===== src/rtl/median_pkg.sv =====
// Shared types for the median-filter scan front end.
// Scan FSM states plus pixel and 3x3 window types.
package median_pkg;

  localparam int AW_DEF = 6;
  localparam int DW_DEF = 8;

  typedef enum logic [1:0] {
    IDLE,
    READ,
    FLUSH,
    DONE
  } state_e;

  typedef logic [DW_DEF-1:0] pixel_t;
  typedef pixel_t [2:0][2:0] window_t;

endpackage


===== src/rtl/median_window_reg.sv =====
// 3x3 window shift register fed one column at a time.
// win_o already includes the column completing on this cycle.
module median_window_reg
  import median_pkg::*;
#(
  parameter int DW = DW_DEF
) (
  input  logic                    clk,
  input  logic                    rst_n,
  input  logic                    wr_i,
  input  logic                    row_i,
  input  logic                    shift_i,
  input  logic [DW-1:0]           data_i,
  output logic [2:0][2:0][DW-1:0] win_o
);

  logic [1:0][DW-1:0]       col_q;
  logic [2:0][2:0][DW-1:0]  win_q;
  logic [2:0][2:0][DW-1:0]  win_d;

  always_comb begin
    win_d = win_q;
    if (shift_i) begin
      for (int i = 0; i < 3; i++) begin
        win_d[i][0] = win_q[i][1];
        win_d[i][1] = win_q[i][2];
      end
      win_d[0][2] = col_q[0];
      win_d[1][2] = col_q[1];
      win_d[2][2] = data_i;
    end
  end

  assign win_o = win_d;

  always_ff @(posedge clk or negedge rst_n) begin
    if (!rst_n) begin
      col_q <= '0;
      win_q <= '0;
    end else begin
      if (wr_i) col_q[row_i] <= data_i;
      win_q <= win_d;
    end
  end

endmodule


===== src/rtl/median_scan_ctrl.sv =====
// Frame scan sequencer: issues column-sliding raster reads
// and emits one 3x3 window per completed interior column.
module median_scan_ctrl
  import median_pkg::*;
#(
  parameter int ROWS = 64,
  parameter int COLS = 64,
  parameter int AW   = AW_DEF,
  parameter int DW   = DW_DEF
) (
  input  logic                    Clock,
  input  logic                    Reset_n,
  input  logic                    Start,
  input  logic                    WrEn,
  input  logic                    Hold,
  output logic                    Busy,
  output logic                    Done,
  output logic                    RD_en,
  output logic [AW-1:0]           RD_row,
  output logic [AW-1:0]           RD_col,
  input  logic [DW-1:0]           RD_data,
  output logic                    F_Enable,
  output logic                    F_MemWrite,
  output logic [AW-1:0]           F_row,
  output logic [AW-1:0]           F_col,
  output logic [2:0][2:0][DW-1:0] F_DIN
);

  localparam logic [AW-1:0] RC_LAST = AW'(ROWS - 2);
  localparam logic [AW-1:0] C_LAST  = AW'(COLS - 1);

  state_e        state_q;
  logic [AW-1:0] rc_q, c_q;
  logic [1:0]    ph_q;
  logic [AW-1:0] rd_rc_q;
  logic [1:0]    rd_ph_q;
  logic          pend_q;
  logic [AW-1:0] pend_rc_q, pend_c_q;
  logic [1:0]    pend_ph_q;
  logic          wr_q;

  logic          idle, issue, last;
  logic [AW-1:0] rc_c, c_c;
  logic [1:0]    ph_c;
  logic          col_wr, col_shift;
  logic [2:0][2:0][DW-1:0] win;

  // In IDLE the first read uses the frame-start counter values.
  assign idle  = (state_q == IDLE);
  assign rc_c  = idle ? AW'(1) : rc_q;
  assign c_c   = idle ? '0 : c_q;
  assign ph_c  = idle ? 2'd0 : ph_q;
  assign issue = !Hold && ((idle && Start) || state_q == READ);
  assign last  = (rc_c == RC_LAST) && (c_c == C_LAST)
              && (ph_c == 2'd2);

  assign col_wr    = pend_q && (pend_ph_q != 2'd2);
  assign col_shift = pend_q && (pend_ph_q == 2'd2);

  median_window_reg #(.DW(DW)) u_win (
    .clk     (Clock),
    .rst_n   (Reset_n),
    .wr_i    (col_wr),
    .row_i   (pend_ph_q[0]),
    .shift_i (col_shift),
    .data_i  (RD_data),
    .win_o   (win)
  );

  always_ff @(posedge Clock or negedge Reset_n) begin
    if (!Reset_n) begin
      state_q    <= IDLE;
      rc_q       <= '0;
      c_q        <= '0;
      ph_q       <= '0;
      rd_rc_q    <= '0;
      rd_ph_q    <= '0;
      pend_q     <= 1'b0;
      pend_rc_q  <= '0;
      pend_c_q   <= '0;
      pend_ph_q  <= '0;
      wr_q       <= 1'b0;
      Busy       <= 1'b0;
      Done       <= 1'b0;
      RD_en      <= 1'b0;
      RD_row     <= '0;
      RD_col     <= '0;
      F_Enable   <= 1'b0;
      F_MemWrite <= 1'b0;
      F_row      <= '0;
      F_col      <= '0;
      F_DIN      <= '0;
    end else begin
      Done      <= 1'b0;
      F_Enable  <= 1'b0;
      RD_en     <= issue;
      pend_q    <= RD_en;
      pend_rc_q <= rd_rc_q;
      pend_c_q  <= RD_col;
      pend_ph_q <= rd_ph_q;

      unique case (state_q)
        IDLE: begin
          if (Start) begin
            state_q <= READ;
            Busy    <= 1'b1;
            wr_q    <= WrEn;
            rc_q    <= AW'(1);
            c_q     <= '0;
            ph_q    <= '0;
          end
        end
        READ: begin
          if (issue && last) state_q <= FLUSH;
        end
        FLUSH: begin
          if (F_Enable) begin
            state_q <= DONE;
            Done    <= 1'b1;
            Busy    <= 1'b0;
          end
        end
        DONE: begin
          state_q <= IDLE;
        end
        default: state_q <= IDLE;
      endcase

      if (issue) begin
        RD_row  <= rc_c + AW'(ph_c) - AW'(1);
        RD_col  <= c_c;
        rd_rc_q <= rc_c;
        rd_ph_q <= ph_c;
        if (ph_c != 2'd2) begin
          ph_q <= ph_c + 2'd1;
          c_q  <= c_c;
          rc_q <= rc_c;
        end else if (!last) begin
          ph_q <= 2'd0;
          if (c_c == C_LAST) begin
            c_q  <= '0;
            rc_q <= rc_c + AW'(1);
          end else begin
            c_q  <= c_c + AW'(1);
            rc_q <= rc_c;
          end
        end
      end

      // A column bottom from c >= 2 closes a full interior window.
      if (col_shift && pend_c_q >= AW'(2)) begin
        F_Enable   <= 1'b1;
        F_MemWrite <= wr_q;
        F_row      <= pend_rc_q;
        F_col      <= pend_c_q - AW'(1);
        F_DIN      <= win;
      end
    end
  end

endmodule


===== config.mk =====
export PLATFORM = sky130hd
export DESIGN_NAME = median_scan_ctrl
export DESIGN_NICKNAME = d
export VERILOG_FILES = /design/src/rtl/median_pkg.sv /design/src/rtl/median_window_reg.sv /design/src/rtl/median_scan_ctrl.sv
export SDC_FILE = /design/constraint.sdc
export NUM_CORES = 1
export LEC_CHECK = 0
export ABC_AREA = 0
export CORE_ASPECT_RATIO = 0.6
export CORE_UTILIZATION = 41
export CTS_BUF_LIST = sky130_fd_sc_hd__clkbuf_16
export DETAILED_ROUTE_END_ITERATION = 8
export GPL_ROUTABILITY_DRIVEN = 0
export GPL_TIMING_DRIVEN = 0
export MAX_ROUTING_LAYER = met4
export PLACE_DENSITY_LB_ADDON = 0.05
export SLEW_MARGIN = 20
export SYNTH_ARGS = -nofsm -noshare
export SYNTH_HDL_FRONTEND = slang
export SYNTH_SLANG_ARGS = --single-unit

===== constraint.sdc =====
create_clock -name Clock -period 3.78 [get_ports Clock]
set_input_delay 0.756 -clock Clock [delete_from_list [all_inputs] [get_ports Clock]]
set_output_delay 0.756 -clock Clock [all_outputs]
set_load 0.01 [all_outputs]

Word-level counts from Yosys, hierarchy flattened
Cells that the tools add are included.
Word-level totals
  register bits: 229
  bits of input ports: 13
  logic and storage cells: 111
Cells by class
  $add $sub $neg: 6
  $lt $le $gt $ge: 3
  eq/ne operators: 12
  multiplexer cells: 34
  reduce and logical (&&, ||, !) cells: 16
Operators with widths (count)
  $mux W6: 14
  $mux W72: 1
  $mux W2: 9
  $bwmux W16: 1
  $add A6 B1 Y6 const B: 2
  $eq A6 B6 Y1 const B: 2
  $sub A6 B1 Y6 const B: 2
  $logic_and A1 B1 Y1: 9
  $demux W8 S1: 1
  $eq A2 B2 Y1 const B: 4
  $mux W8: 1
  $ne A2 B2 Y1 const B: 4
  $pmux W2 S4: 1
  $add A6 B2 Y6: 1
  $ge A6 B2 Y1 const B: 1
  $reduce_and A3 Y1: 2
  $mux W1: 5
  $add A2 B1 Y2 const B: 1
  $eq A2 B1 Y1 const B: 1
  $logic_not A2 Y1: 1
  $lt A1 B2 Y1 const B: 1
  $ne A2 B1 Y1 const B: 1
  $pmux W1 S2: 1
  $reduce_and A2 Y1: 1
  other kinds (4): 4

Longest topological paths before layout
Gate-level depths: netlist (run 1).
  depth in word-level cells: 8
  depth in mapped cells: 13

Cells and area by module
A second synthesis (run 1) with hierarchy kept.
Second synthesis, totals
  cells, all modules: 651
  area, all modules: 9584.2 um^2
Modules (own cells, without submodules)
  median_scan_ctrl: times used 1, cells each 464, area an instance 5923.2 um^2
  median_window_reg: times used 1, cells each 187, area an instance 3661.0 um^2

Least setup slack after synthesis (run 1)
No wires, ideal clock.
  path kind: register -> register
  start point: register state_q[0]
  end point: register state_q[1]
  setup time: 0.127 ns
  arrival time: 2.699 ns
  setup slack: 0.953 ns
  cell stages (with the launch flop): 11
  path buffers: 1
  clock period less this slack: 2.827 ns
  path through: dfrtp_1 inv_1 ha_1 clkbuf_1 nor2b_1 ha_1 nand3_1 or4_4 o21ai_2 o221a_2 mux2_1
Between the ends
  longest elaborated chain between the ends: 8
  elaborated cells on any way between the ends: 21
  classes of those cells: eq/ne (9); mux (4); reduce/logical (8)
RTL lines
  from (decl): line median_scan_ctrl.sv:32  | state_e state_q;
  from (signal assigned): line median_scan_ctrl.sv:72  | state_q <= IDLE;
  from (signal assigned): line median_scan_ctrl.sv:105  | state_q <= READ;
  from (signal assigned): line median_scan_ctrl.sv:114  | if (issue && last) state_q <= FLUSH;
  $logic_not A2 Y1: line median_scan_ctrl.sv:49  | assign idle = (state_q == IDLE);
  $mux W6: line median_scan_ctrl.sv:50  | assign rc_c = idle ? AW'(1) : rc_q;
  net rc_c[3]: line median_scan_ctrl.sv:43  | logic [AW-1:0] rc_c, c_c;
  $eq A6 B6 Y1: line median_scan_ctrl.sv:54  | assign last = (rc_c == RC_LAST) && (c_c == C_LAST)
  $logic_and A1 B1 Y1: line median_scan_ctrl.sv:54
  $logic_and A1 B1 Y1: line median_scan_ctrl.sv:55  | && (ph_c == 2'd2);
  $logic_and A1 B1 Y1: line median_scan_ctrl.sv:114
  $ne A2 B1 Y1 (no source line)
  $reduce_and A3 Y1 (no source line)
The timed path passes the listed nets, and every way through them passes these cells.
A chain may end at the register's enable or synchronous reset.

Final worst setup path (run 1)
Same ends and word-level chain as after synthesis.

==> metrics.md, run 1 <==
| Metric | Value |
|---|---|
| Status | `complete, no violations` |
| Clk Tree Root Cell | `sky130_fd_sc_hd__clkbuf_16` |
| Count of flip-flops with a built-in enable after synthesis | `0` |
| Most instantiated cells after synthesis | `sky130_fd_sc_hd__nand2_1 (280), sky130_fd_sc_hd__dfrtp_1 (229), sky130_fd_sc_hd__mux2_2 (91)` |
| Cell mode on critical path | `sky130_fd_sc_hd__ha_1` |
| Area Growth Syn to Fin | `24.9%` |
| Number of ports placed on the die boundary | `114` |
| Critical path cell sequence | `inv_1 > ha_1 > clkbuf_1 > nor2b_1 > ha_1 > nand3_1 > or4_4 > o21ai_2 > o221a_2 > mux2_1` |
| Syn Inst Count | `802` |
| Number of buffers inserted to repair setup after CTS | `0` |
| Classification of the worst-slack hold path | `in -> async` |
| Reported max-cap violation count | `0` |
| Via count | `6187` |
| # port buffers | `approximately 110` |
| Iteration-0 DRC count of the detailed router | `482` |
| Fraction of layout instances using a drive strength above 1 | `0.150` |
| Power per standard cell area | `roughly 690 nW/um^2` |
| Sequential fraction of the synthesis area | `0.632` |
| Placement row count | `41` |
| Antenna diode instance count | `0` |
| RSZ-0062 raised after global routing | `false` |
| Post-synth top flop | `sky130_fd_sc_hd__dfrtp_1` |
| Period minus WS final | `3.55 ns` |
| Worst-case setup margin in the final layout | `approximately 0.23 ns` |
| Normalized max-slew margin | `0.455` |
| Leakage power | `0.00559 uW` |
| First-pass GRT wire length | `roughly 35 mm` |
| Antenna-violating nets left | `0` |
| Tot GR Track Use | `0.206` |
| DP Worst Slack | `roughly 0.30 ns` |
| Maximum single-stage delay on the critical path | `0.62 ns` |
| R2R Setup Slk | `0.23 ns` |
| Post-cts sizing count | `0` |
| Core ar. | `21300 sq um` |
| Achievable clock frequency | `around 0.28 GHz` |
| Number of antenna violations at the first check in global routing | `0` |
| Starting density of the core | `0.425` |
| Total Power | `7830 uW` |
| Fraction of synthesized cell area taken by the top area cell type | `0.632` |
| Category of the critical setup timing path | `reg -> reg` |
| Via count of the first global-routing pass | `6396` |
| Arr. time, crit path | `about 3.9 ns` |
| TritonCTS clock tree | `yes` |
| Pin count of the biggest net entering global routing | `105` |
| Fraction of registers with async set or reset after synthesis | `1.00` |
| CTS clock-pin slew for the worst setup and hold paths | `0.06 ns` |
| Cell types with the largest area share after synthesis | `sky130_fd_sc_hd__dfrtp_1 (63%), sky130_fd_sc_hd__nand2_1 (12%), sky130_fd_sc_hd__mux2_2 (11%)` |
| Post-DP HPWL | `15.6 mm` |
| Startpoint types | `register` |
| Data required time of the worst path | `4.16 ns` |
| Final setup vio count | `0` |
| Slew at the pin closest to its max-slew limit | `about 0.8 ns` |
| Post-Syn Area | `9070 sq um` |
| Die outline area | `22700 sq um` |
| Average vias per placed instance | `5.01` |
| Clock skew | `roughly 0.0077 ns` |
| Grt total ovfl | `0` |
| Portion of the clock cycle consumed by the worst path in the final layout | `0.940` |
| R2R cell count | `10` |
| Clock Latency Late Sink | `0.50 ns` |
| Wire per inst | `17.6 um` |
| Avg Inst Size Synth | `11.3 sq um` |
| Number of detailed-routing iterations run before antenna repair | `5` |
| CTS sink cnt | `229` |
| Vertical die dimension | `117 um` |
| Number of nets in the synthesized netlist | `~830` |
| Slew Limit Fails | `0` |
| Post-CTS Hold Buffers | `0` |
| Most frequent cell after synthesis | `sky130_fd_sc_hd__nand2_1` |
| Number of hold violations in the final report | `0` |
| Distinct cell type count after synthesis | `44` |
| Final #Nets | `973` |
| Number of buffers created by CTS | `22` |
| Number of buffers on the longest clock path | `3` |
| Number of remaining DRC errors | `0` |
| Top fanout value on the critical path | `10` |
| Number of warnings reported in the yosys synthesis log | `0` |
| Dominant cell type by area after synthesis | `sky130_fd_sc_hd__dfrtp_1` |
| Filler cell count in the final layout | `1855` |
| Worst hold slack after final layout | `0.0922 ns` |
| Die X-Extent | `~190 um` |
| DRT Wirelength | `21.8 mm` |
| Maximum ir drop on the vdd rail | `0.378 mV` |
| Total number of H-tree levels | `1` |
| CP max stage cell | `sky130_fd_sc_hd__or4_4` |
| Endpoint kind of the worst setup timing path | `register` |
| Count of state elements after synthesis | `229` |
==> power breakdown <==
group	total [uW]	internal [uW]	switching, uW
Combinational	2090	1060	1040
Sequential	3520	3140	380
Clock	2210	1300	909
Total	7830	5500	2330
==> layer usage <==
metal  GRT usage  vias up  share of wire
met4      0.0492        0          0.021
met1       0.302     3059           0.52
met3      0.0413       41          0.055
met2       0.291      175           0.40
met5           -        -              0
li1            -     2912              -
==> cells in the final DEF (no fill, tap or decap), types with 2 or more instances in the layout <==
| cell | n |
|---|---|
| sky130_fd_sc_hd__a22o_1 | 5 |
| sky130_fd_sc_hd__nor3_1 | 6 |
| sky130_fd_sc_hd__buf_16 | 2 |
| sky130_fd_sc_hd__and3_1 | 2 |
| sky130_fd_sc_hd__clkdlybuf4s50_1 | 112 |
| sky130_fd_sc_hd__clkbuf_1 | 21 |
| sky130_fd_sc_hd__nor2_1 | 12 |
| sky130_fd_sc_hd__dfrtp_1 | 229 |
| sky130_fd_sc_hd__ha_1 | 18 |
| sky130_fd_sc_hd__nand4_1 | 4 |
| sky130_fd_sc_hd__xnor2_1 | 6 |
| sky130_fd_sc_hd__or2_2 | 2 |
| sky130_fd_sc_hd__clkbuf_16 | 23 |
| sky130_fd_sc_hd__inv_1 | 26 |
| sky130_fd_sc_hd__clkinv_2 | 3 |
| sky130_fd_sc_hd__o22ai_1 | 6 |
| sky130_fd_sc_hd__a31oi_1 | 2 |
| sky130_fd_sc_hd__a21o_1 | 3 |
| sky130_fd_sc_hd__nor2b_1 | 7 |
| sky130_fd_sc_hd__nand3_1 | 5 |
| sky130_fd_sc_hd__nand2b_1 | 5 |
| sky130_fd_sc_hd__nand2_1 | 280 |
| sky130_fd_sc_hd__and2_1 | 2 |
| sky130_fd_sc_hd__mux2_2 | 91 |
| sky130_fd_sc_hd__bufinv_16 | 3 |
| sky130_fd_sc_hd__o21ai_0 | 27 |
| sky130_fd_sc_hd__xor2_1 | 3 |
| sky130_fd_sc_hd__clkinv_1 | 5 |
| sky130_fd_sc_hd__buf_2 | 12 |
| sky130_fd_sc_hd__a21oi_1 | 14 |
==> flip-flops by register name, indices dropped and copies added, names as in the netlist, 2 cells and up <==
name,flops
pend_rc_q,6
F_row,6
u_win.col_q,16
pend_ph_q,2
state_q,2
rd_rc_q,6
F_col,6
F_DIN,72
c_q,6
RD_row,6
rd_ph_q,2
RD_col,6
u_win.win_q,72
rc_q,6
pend_c_q,6
ph_q,2
==> per-stage QoR <==
step	std cells	TNS (ns)	util	cell area, sq um
after CTS	1236	0	0.531	11300
after global routing	1236	0	0.531	11300
after detailed placement	1196	0	0.497	10600
final	1236	0	0.531	11300
after global placement	1194	-1689.27	0.494	10600
after floorplan	802	0	-	9070
==> logic make-up (layout without fill, tap and decap cells) <==
kind of cell | Yosys count | after routing | synth area share
muxes | 93 | 93 | 0.115
adders and majority gates | 19 | 19 | 0.0270
xor gates and xnor gates | 9 | 9 | 0.00869
AOI/OAI and AO/OA | 64 | 64 | 0.0422
DFF | 229 | 229 | 0.632
and+or+nand+nor | 334 | 334 | 0.151
buffers and inverters | 54 | 209 | 0.0240
==> critical path, delay by kind of cell, from the launching register on <==
kind	cells	cell delay, ns
compound gates	2	0.38
fa+ha+maj	2	0.59
buf+inv	2	0.34
flops	1	0.38
mux	1	0.31
simple gates	3	1.44
==> final cells by class <==
| class | count | area [sq um] | share of cell area |
|---|---|---|---|
| clock buffer | 23 | 576 | 0.0508 |
| tap | 279 | 349 | 0.0308 |
| sequential | 229 | 5730 | 0.506 |
| multi-input combinational | 519 | 3120 | 0.275 |
| buffer | 33 | 139 | 0.0123 |
| clock inverter | 17 | 146 | 0.0129 |
| inverter | 21 | 78.8 | 0.00696 |
| timing repair buffer | 115 | 1190 | 0.105 |
==> final timing paths <==
path	startpoint	end
max in group asynchronous	Reset_n	u_win.win_q[61]
worst max register to register	state_q[0]	state_q[1]
min in group Clock	rd_rc_q[5]	pend_rc_q[5]
worst max-delay path	state_q[0]	state_q[1]
worst min register to register	rd_rc_q[5]	pend_rc_q[5]
worst min-delay path	Reset_n	u_win.win_q[24]
Power figures use the tool's default switching activity.
==> run 2, diff against run 1 <==
--- a/config.mk
+++ b/config.mk
@@ -7,7 +7,7 @@
 export LEC_CHECK = 0
 export ABC_AREA = 0
 export CORE_ASPECT_RATIO = 0.6
-export CORE_UTILIZATION = 41
+export CORE_UTILIZATION = 45
 export CTS_BUF_LIST = sky130_fd_sc_hd__clkbuf_16
 export DETAILED_ROUTE_END_ITERATION = 8
 export GPL_ROUTABILITY_DRIVEN = 0
==> run 2 against run 1 <==
Compared with the run above: critical path depth did not move; critical path type unchanged; via count grew 1.3%; clock skew rose by 0.0029 ns; critical endpoint unchanged; sequential power hardly changed; clock power decreased by 14%.
==> metrics.md, run 2 (synthesized netlist as in run 1, its figures left out) <==
| Metric | Value |
|---|---|
| Number of hold violations in the final report | `0 (unchanged)` |
| Startpoint types | `register (unchanged)` |
| Number of buffers created by CTS | `21 (was 22)` |
| Post-cts sizing count | `0 (unchanged)` |
| Normalized max-slew margin | `0.378 (was 0.455)` |
| Via count | `6270 (was 6187)` |
| Most frequent standard cell in the layout excluding fill and tap cells | `sky130_fd_sc_hd__nand2_1 (unchanged)` |
| Global routing met3 resource utilization | `0.0370 (was 0.0413)` |
| Area Growth Syn to Fin | `23.4% (was 24.9%)` |
| Category of the critical setup timing path | `reg -> reg (unchanged)` |
| Via count of the first global-routing pass | `6504 (was 6396)` |
| Fin cells | `1218 (was 1236)` |
| Core ar. | `19400 sq um (was 21300 sq um)` |
| TritonCTS clock tree | `yes (unchanged)` |
| Die X-Extent | `185 um (was 194 um)` |
| Slew Limit Fails | `0 (unchanged)` |
| Period minus WS final | `3.59 ns (was 3.55 ns)` |
| Final setup vio count | `0 (unchanged)` |
| Starting density of the core | `0.468 (was 0.425)` |
| Clk Tree Root Cell | `sky130_fd_sc_hd__clkbuf_16 (unchanged)` |
| Post-DP HPWL | `15.6 mm (about the same)` |
| Most used routing layer | `met1 (unchanged)` |
| Cell-internal power | `5200 uW (was 5500 uW)` |
| Reported max-cap violation count | `0 (unchanged)` |
| Pin count of the biggest net entering global routing | `81 (was 105)` |
| Achievable clock frequency | `0.278 GHz (was 0.281 GHz)` |
| Arr. time, crit path | `3.98 ns (was 3.93 ns)` |
| Leakage power | `0.00552 uW (was 0.00559 uW)` |
| Number of detailed-routing iterations run before antenna repair | `6 (was 5)` |
| Die outline area | `20700 sq um (was 22700 sq um)` |
| Switching component of the power | `2330 uW (about the same)` |
| Portion of the clock cycle consumed by the worst path in the final layout | `0.951 (was 0.940)` |
| Clock Latency Late Sink | `0.50 ns (about the same)` |
| Top fanout value on the critical path | `10 (unchanged)` |
| Grt total ovfl | `0 (unchanged)` |
| Number of ports placed on the die boundary | `114 (unchanged)` |
| Commonest cells after routing, fill and taps aside | `sky130_fd_sc_hd__nand2_1 (280), sky130_fd_sc_hd__dfrtp_1 (229), sky130_fd_sc_hd__clkdlybuf4s50_1 (112) (unchanged)` |
| Power per standard cell area | `673 nW/um^2 (was 691 nW/um^2)` |
| Met2 track demand over resource in global routing | `0.309 (was 0.291)` |
| Maximum ir drop on the vdd rail | `0.403 mV (was 0.378 mV)` |
| Vertical die dimension | `112 um (was 117 um)` |
| Number of buffers on the longest clock path | `3 (unchanged)` |
| Wire per inst | `17.6 um (about the same)` |
| Met1 track demand over resource | `0.344 (was 0.302)` |
| RSZ-0062 raised after global routing | `false (unchanged)` |
| Data required time of the worst path | `4.16 ns (about the same)` |
| Post-CTS Hold Buffers | `0 (unchanged)` |
| Clock group share of total power | `0.253 (was 0.282)` |
| Tot GR Track Use | `0.224 (was 0.206)` |
| Classification of the worst-slack hold path | `in -> async (unchanged)` |
| Switching fraction of total power | `0.309 (was 0.298)` |
| CTS sink cnt | `229 (unchanged)` |
| # port buffers | `113 (unchanged)` |
| Total number of H-tree levels | `1 (unchanged)` |
| Fraction of layout instances using a drive strength above 1 | `0.149 (was 0.150)` |
| Post-Place Cells | `1183 (was 1196)` |
| Status | `complete, no violations (unchanged)` |
| First-pass GRT wire length | `35.0 mm (was 35.3 mm)` |
| Antenna-violating nets left | `0 (unchanged)` |
| Largest registers | `F_DIN (72), u_win.win_q (72), u_win.col_q (16) (unchanged)` |
| Iteration-0 DRC count of the detailed router | `430 (was 482)` |
| DRT Wirelength | `21.5 mm (was 21.8 mm)` |
| Endpoint kind of the worst setup timing path | `register (unchanged)` |
| Portion of total power attributed to sequential cells | `0.468 (was 0.450)` |
| Combinational share of power | `0.279 (was 0.268)` |
| Placement row count | `39 (was 41)` |
| Number of remaining DRC errors | `0 (unchanged)` |
| Number of buffers inserted to repair setup after CTS | `0 (unchanged)` |
| Number of antenna violations at the first check in global routing | `1 (was 0)` |
| Average vias per placed instance | `5.15 (was 5.01)` |
| Worst hold slack after final layout | `0.205 ns (was 0.0922 ns)` |
| Slew at the pin closest to its max-slew limit | `0.926 ns (was 0.811 ns)` |
| CTS clock-pin slew for the worst setup and hold paths | `0.07 ns (was 0.06 ns)` |
| Clock skew | `0.0106 ns (was 0.00771 ns)` |
| Final #Nets | `972 (was 973)` |
==> run 2: changes by cell type in the layout (fill, tap and decap cells not counted), sizes merged <==
cell and delta:
bufinv -3, clkbuf -2, clkinv -5, clkinvlp +3, diode +1, inv +1
==> run 2: path summary, 6_finish.rpt <==
kind                       startpoint             end  slack, ns  cells past startpoint
max                        state_q[0]      state_q[1]       0.19                     10
min                           Reset_n       F_DIN[36]       0.20                      1
max reg2reg                state_q[0]      state_q[1]       0.19                     10
min reg2reg                rd_rc_q[5]    pend_rc_q[5]       0.37                      0
max in group asynchronous     Reset_n  u_win.col_q[0]       2.43                      3
min in group Clock         rd_rc_q[5]    pend_rc_q[5]       0.37                      0
==> run 2: routing by layer <==
layer  share of wire  wire [um]
met1            0.51      10900
met2            0.42       8930
met3           0.057       1220
met4           0.021        454
met5               0          0
==> run 2: final cells by class <==
class                      count  area, sq um
fill                        1645         8180
sequential                   229         5730
multi-input combinational    519         3120
timing repair buffer         115         1190
clock buffer                  21          526
tap                          266          333
buffer                        33          139
inverter                      21         78.8
clock inverter                13         67.6
antenna                        1         2.50
==> run 2: stage by stage <==
step / area [sq um] / total power [uW] / utilization / TNS, ns / setup WS [ns]
floorplan: 9070 / 4720 / - / 0 / 0.953
global placement: 10500 / 5550 / 0.544 / -1635.83 / -7.17
detailed placement: 10600 / 5670 / 0.547 / 0 / 0.326
CTS: 11200 / 7600 / 0.577 / 0 / 0.293
global route: 11200 / 8000 / 0.578 / 0 / 0.0636
finish: 11200 / 7530 / 0.578 / 0 / 0.186
==> run 2: power by group through the flow <==
stage	Combinational [uW]	Sequential, uW	Clock (uW)
floorplan	1180	3530	0
detailed placement	2100	3570	0
CTS	2120	3530	1950
finish	2100	3530	1900
global placement	2020	3540	0
global route	2330	3610	2060
==> run 2: critical path: stages (launching register included) <==
cell	delay, ns
sky130_fd_sc_hd__dfrtp_1	0.38
sky130_fd_sc_hd__inv_1	0.10
sky130_fd_sc_hd__ha_1	0.27
sky130_fd_sc_hd__clkbuf_1	0.26
sky130_fd_sc_hd__nor2b_1	0.49
sky130_fd_sc_hd__ha_1	0.32
sky130_fd_sc_hd__nand3_1	0.33
sky130_fd_sc_hd__or4_4	0.63
sky130_fd_sc_hd__o21ai_2	0.16
sky130_fd_sc_hd__o221a_2	0.22
sky130_fd_sc_hd__mux2_1	0.32
